--- config.mk ---
export PLATFORM = sky130hd
export DESIGN_NAME = spi_interface
export DESIGN_NICKNAME = d
export VERILOG_FILES = /design/src/rtl/spi_interface.sv
export SDC_FILE = /design/constraint.sdc
export NUM_CORES = 1
export LEC_CHECK = 0
export ABC_AREA = 1
export BUFFER_PORTS_ARGS = -buffer_cell sky130_fd_sc_hd__buf_2
export CORE_MARGIN = 3
export CORE_UTILIZATION = 55
export DETAILED_ROUTE_END_ITERATION = 16
export PLACE_DENSITY = 0.78
export SLEW_MARGIN = 20
export SYNTH_ARGS = -nofsm -noshare
export SYNTH_HDL_FRONTEND = slang
export SYNTH_SLANG_ARGS = --single-unit
--- constraint.sdc ---
create_clock -name clk -period 1.9 [get_ports clk]
set_input_delay 0.19 -clock clk [delete_from_list [all_inputs] [get_ports clk]]
set_output_delay 0.19 -clock clk [all_outputs]
set_load 0.005 [all_outputs]
--- src/rtl/spi_interface.sv ---
// Mode-3 SPI master for one 16-bit ADC128S022-style frame: 3-bit channel out, 12-bit result in.
// A frame spans 33*CLK_DIV clk cycles from start to valid. start is ignored while busy; there is no other backpressure.
module spi_interface #(
    parameter int CLK_DIV = 4
) (
    input  logic        clk,
    input  logic        reset,
    input  logic        start,
    input  logic [2:0]  channel,
    input  logic        dout,
    output logic        sclk,
    output logic        din,
    output logic        chipsel,
    output logic [3:0]  count,
    output logic [11:0] data,
    output logic        valid,
    output logic        busy
);

    typedef enum logic [1:0] {IDLE, SETUP, SHIFT, HOLD} state_t;

    localparam int DW = (CLK_DIV > 1) ? $clog2(CLK_DIV) : 1;

    state_t         state_q;
    logic [DW-1:0]  div_q;
    logic           sclk_q;
    logic           din_q;
    logic           cs_q;
    logic [3:0]     count_q;
    logic [11:0]    data_q;
    logic           valid_q;
    logic           busy_q;
    logic [11:0]    shreg_q;
    logic [14:0]    tx_q;

    logic           tick;
    logic [15:0]    ctrl;

    assign tick = (div_q == DW'(CLK_DIV - 1));
    assign ctrl = {2'b00, channel, 11'b0};

    always_ff @(posedge clk) begin
        if (reset) begin
            state_q <= IDLE;
            div_q   <= '0;
            sclk_q  <= 1'b1;
            din_q   <= 1'b0;
            cs_q    <= 1'b1;
            count_q <= 4'd0;
            data_q  <= 12'd0;
            valid_q <= 1'b0;
            busy_q  <= 1'b0;
            shreg_q <= 12'd0;
            tx_q    <= 15'd0;
        end else begin
            valid_q <= 1'b0;
            if (state_q == IDLE || tick) begin
                div_q <= '0;
            end else begin
                div_q <= div_q + DW'(1);
            end

            case (state_q)
                IDLE: begin
                    if (start) begin
                        din_q   <= ctrl[15];
                        tx_q    <= ctrl[14:0];
                        cs_q    <= 1'b0;
                        busy_q  <= 1'b1;
                        count_q <= 4'd0;
                        state_q <= SETUP;
                    end
                end
                SETUP: begin
                    if (tick) begin
                        sclk_q  <= 1'b0;
                        state_q <= SHIFT;
                    end
                end
                SHIFT: begin
                    if (tick) begin
                        if (!sclk_q) begin
                            // Only the last 12 samples survive; the 4 leading bits fall off the top.
                            sclk_q  <= 1'b1;
                            shreg_q <= {shreg_q[10:0], dout};
                            if (count_q == 4'd15) begin
                                state_q <= HOLD;
                            end
                        end else begin
                            sclk_q  <= 1'b0;
                            count_q <= count_q + 4'd1;
                            din_q   <= tx_q[14];
                            tx_q    <= {tx_q[13:0], 1'b0};
                        end
                    end
                end
                HOLD: begin
                    if (tick) begin
                        cs_q    <= 1'b1;
                        busy_q  <= 1'b0;
                        count_q <= 4'd0;
                        data_q  <= shreg_q;
                        valid_q <= 1'b1;
                        state_q <= IDLE;
                    end
                end
                default: state_q <= IDLE;
            endcase
        end
    end

    assign sclk    = sclk_q;
    assign din     = din_q;
    assign chipsel = cs_q;
    assign count   = count_q;
    assign data    = data_q;
    assign valid   = valid_q;
    assign busy    = busy_q;

endmodule

==> impl_metrics.sql <==
INSERT INTO impl_metrics (metric_group, metric, value, unit) VALUES
('worst_setup_path', 'critical_path.slowest_cell', 'sky130_fd_sc_hd__dfxtp_1', ''),
('worst_setup_path', 'regToRegEndpoint', 'shreg_q[2]', ''),
('placed_design', 'quantity_of_i_o_buffers_inserted_on_ports', '27', ''),
('power_and_ir_drop', 'switching_share', '38.6', '%'),
('placed_design', 'place_inst', '295', ''),
('floorplan', 'floorplan.core_area', '3100', 'µm²'),
('hold_path', 'hold_depth', '3', ''),
('floorplan', 'num_io_pins', '28', ''),
('placed_design', 'hpwl', '2450', 'µm'),
('status', 'status', 'finished, final reports clean', ''),
('timing', 'setup_tns', '0', 'ns'),
('detailed_routing', 'drtAntennaViolNets', '0', ''),
('cts', 'clkTransAtPathRegs', '0.11', 'ns'),
('detailed_routing', 'drt-vias-per-instance', '4.92', ''),
('timing', 'timing_hold_violations_final', '0', ''),
('power_and_ir_drop', 'fin_total_pwr', '2.30', 'mW'),
('timing', 'finalCritPeriodShare', '86.3', '%'),
('floorplan', 'fp.dieH', '63.3', 'µm'),
('power_and_ir_drop', 'power.static_leakage', '0.859', 'nW'),
('worst_setup_path', 'sort_of_element_at_the_start_of_the_critical_path', 'flip-flop', ''),
('worst_setup_path', 'r2r_setup_slack', '0.26', 'ns'),
('floorplan', 'dieArea', '4010', 'µm²'),
('timing', 'maxSlewHeadroom', '62.2', '%'),
('synth', 'yosys.cell_types.count', '27', ''),
('cts', 'clock_insertion_delay_worst_skew', '0.34', 'ns'),
('detailed_routing', 'drt_first_iter_violations', '120', ''),
('power_and_ir_drop', 'netSwitchingPower', '885', 'µW'),
('synth', 'synth.net_count', '246', ''),
('worst_setup_path', 'worstPathBufferInverterCount', '3', ''),
('power_and_ir_drop', 'power.ir.vdd_worst', '0.000580', 'V'),
('layout', 'post_route_cells_drive_above_1_share', '20.2', '%'),
('grt', 'first_global_vias', '1343', ''),
('timing', 'setup_viol', '0', ''),
('timing', 'fmaxAchievable', '0.610', 'GHz'),
('hold_path', 'endpoint_of_the_worst_hold_path', 'shreg_q[0]', ''),
('cts', 'h-tree-depth', '2', ''),
('worst_setup_path', 'crit_path_max_fanout', '17', ''),
('layout', 'antenna_cells', '0', ''),
('worst_setup_path', 'crit_path_max_incr_delay', '0.37', 'ns'),
('detailed_routing', 'detail_route.wl_per_cell', '11.3', 'µm'),
('hold_path', 'min_from', 'dout', ''),
('worst_setup_path', 'worst-r2r-cell-count', '8', ''),
('layout', 'area_overhead_vs_synth', '10.9', '%'),
('synth', 'synth-main-ff-cell', 'sky130_fd_sc_hd__dfxtp_1', ''),
('worst_setup_path', 'crit_type', 'flip-flop to flip-flop', ''),
('worst_setup_path', 'critical_path.cell_chain', 'inv_1, ha_2, inv_4, nor2_4, nand2_2, inv_2, nand2_1, a21oi_1', ''),
('hold_path', 'worst_hold_path_type', 'primary input to flip-flop', ''),
('grt', 'total_global_route_track_usage', '18.8', '%'),
('power_and_ir_drop', 'share_seq_of_total_power', '44.8', '%'),
('layout', 'final_core_util', '64.6', '%'),
('timing', 'rsz0062_at_grt', 'false', ''),
('synth', 'synth-edff-count', '0', ''),
('floorplan', 'fp.dieW', '63.3', 'µm'),
('grt', 'initial_antenna_violation_count', '0', ''),
('grt', 'grt-ovfl-total', '0', ''),
('cts', 'clock_path_buffers', '2', ''),
('cts', 'post_cts_resized', '0', ''),
('power_and_ir_drop', 'p_comb_share', '38.2', '%'),
('worst_setup_path', 'worst_path_arrival', '1.92', 'ns'),
('synth', 'synth.cell_area', '1810', 'µm²'),
('synth', 'ys_seq_area_share', '45.4', '%'),
('grt', 'wire_length_of_the_first_global_routing_pass', '5980', 'µm'),
('placed_design', 'place_area', '1960', 'µm²'),
('detailed_routing', 'drt-pass1-iter-count', '4', ''),
('cts', 'cts_hold_buf', '0', ''),
('timing', 'worst-slew-pin-transition', '0.567', 'ns'),
('worst_setup_path', 'rr_startpoint', 'state_q[0]', ''),
('flow_run', 'timing.max_cap.violations', '0', ''),
('worst_setup_path', 'critPathRequiredTime', '2.18', 'ns'),
('cts', 'cts_made_buffers', '5', ''),
('timing', 'layout_min_cycle_time', '1.64', 'ns');
-- per-layer routing --
| layer | GRT usage (%) | vias up | share of wire, % |
|---|---|---|---|
| li1 | - | 795 | - |
| met1 | 25.9 | 661 | 51 |
| met2 | 28.3 | 20 | 45 |
| met3 | 5.88 | 4 | 3.9 |
| met4 | 5.12 | 0 | 0.91 |
| met5 | 0 | - | 0 |
-- tightest hold or removal path: cells and delay by family --
kind / cells / cell delay, ns
simple gates: 1 / 0.06
compound gates: 1 / 0.06
buf+inv: 1 / 0.10
-- kinds of logic (layout without fill, tap and decap cells) --
logic type | Yosys count | in the layout | share of synthesized area (%)
compound gates | 51 | 51 | 15.7
flops | 41 | 41 | 45.4
simple gates | 103 | 103 | 26.5
buf+inv | 28 | 54 | 6.85
fa+ha+maj | 8 | 8 | 5.54
-- sequential cells by signal (all words and copies together), names as in the netlist --
signal,cells
valid,1
busy,1
chipsel,1
data,12
count,4
tx_q,4
din,1
shreg_q,12
div_q,2
state_q,2
sclk,1
-- cell usage in the layout, fill, tap and decap left out --
cell	count
sky130_fd_sc_hd__a21oi_1	22
sky130_fd_sc_hd__a21oi_2	1
sky130_fd_sc_hd__a21oi_4	1
sky130_fd_sc_hd__buf_2	27
sky130_fd_sc_hd__buf_4	1
sky130_fd_sc_hd__clkbuf_4	5
sky130_fd_sc_hd__clkinv_2	1
sky130_fd_sc_hd__dfxtp_1	41
sky130_fd_sc_hd__ha_1	7
sky130_fd_sc_hd__ha_2	1
sky130_fd_sc_hd__inv_1	16
sky130_fd_sc_hd__inv_2	3
sky130_fd_sc_hd__inv_4	1
sky130_fd_sc_hd__nand2_1	45
sky130_fd_sc_hd__nand2_2	1
sky130_fd_sc_hd__nand2_4	3
sky130_fd_sc_hd__nand3_1	7
sky130_fd_sc_hd__nand3_2	1
sky130_fd_sc_hd__nand3_4	1
sky130_fd_sc_hd__nand4_1	2
sky130_fd_sc_hd__nor2_1	38
sky130_fd_sc_hd__nor2_4	4
sky130_fd_sc_hd__nor3b_1	1
sky130_fd_sc_hd__o211ai_1	1
sky130_fd_sc_hd__o21ai_0	24
sky130_fd_sc_hd__o21ai_1	1
sky130_fd_sc_hd__o21ai_4	1
-- cell type report --
type / instances / area [µm²]
Clock inverter: 1 / 5.00
Clock buffer: 5 / 37.5
Timing Repair Buffer: 28 / 143
Inverter: 20 / 77.6
Tap cell: 44 / 55.1
Sequential cell: 41 / 821
Fill cell: 295 / 1100
Multi-Input combinational cell: 162 / 866
-- power by group through the flow --
stage / Sequential [mW] / Combinational [mW] / Clock (mW)
finish: 1.03 / 0.877 / 0.389
detailed placement: 1.05 / 0.873 / 0
CTS: 1.03 / 0.877 / 0.401
global placement: 1.04 / 0.868 / 0
global route: 1.05 / 0.996 / 0.436
floorplan: 1.04 / 0.725 / 0
-- cells in the mapped netlist (2+ instances only) --
| cell type | n | area (µm²) |
|---|---|---|
| sky130_fd_sc_hd__a21oi_1 | 22 | 110 |
| sky130_fd_sc_hd__o21ai_0 | 24 | 120 |
| sky130_fd_sc_hd__nor2_1 | 38 | 143 |
| sky130_fd_sc_hd__nand3_1 | 7 | 35.0 |
| sky130_fd_sc_hd__nor2_4 | 4 | 45.0 |
| sky130_fd_sc_hd__ha_1 | 8 | 100 |
| sky130_fd_sc_hd__dfxtp_1 | 41 | 821 |
| sky130_fd_sc_hd__inv_2 | 3 | 11.3 |
| sky130_fd_sc_hd__nand2_4 | 3 | 33.8 |
| sky130_fd_sc_hd__nand2_1 | 45 | 169 |
| sky130_fd_sc_hd__buf_4 | 2 | 15.0 |
| sky130_fd_sc_hd__inv_1 | 16 | 60.1 |
| sky130_fd_sc_hd__clkbuf_1 | 3 | 11.3 |
| sky130_fd_sc_hd__nand4_1 | 2 | 12.5 |
-- worst max path at each step --
stage          startpoint         end  slack [ns]  cells past startpoint
6_report       state_q[0]  shreg_q[2]        0.26                      8
5_1_grt        state_q[0]  shreg_q[1]        0.05                      8
4_1_cts        state_q[0]  shreg_q[0]        0.13                      8
3_3_place_gp   state_q[0]  shreg_q[2]        0.25                      8
2_1_floorplan  state_q[0]  shreg_q[3]        0.48                      9
3_5_place_dp   state_q[0]  shreg_q[0]        0.17                      8
-- metrics by stage --
step / setup WS [ns] / hold slack (ns)
5_1_grt: 0.0457 / 0.105
3_5_place_dp: 0.165 / 0.422
3_3_place_gp: 0.246 / 0.412
6_report: 0.260 / 0.102
4_1_cts: 0.126 / 0.100
2_1_floorplan: 0.482 / 0.333
Note: power is estimated with default switching activity, not from simulation.
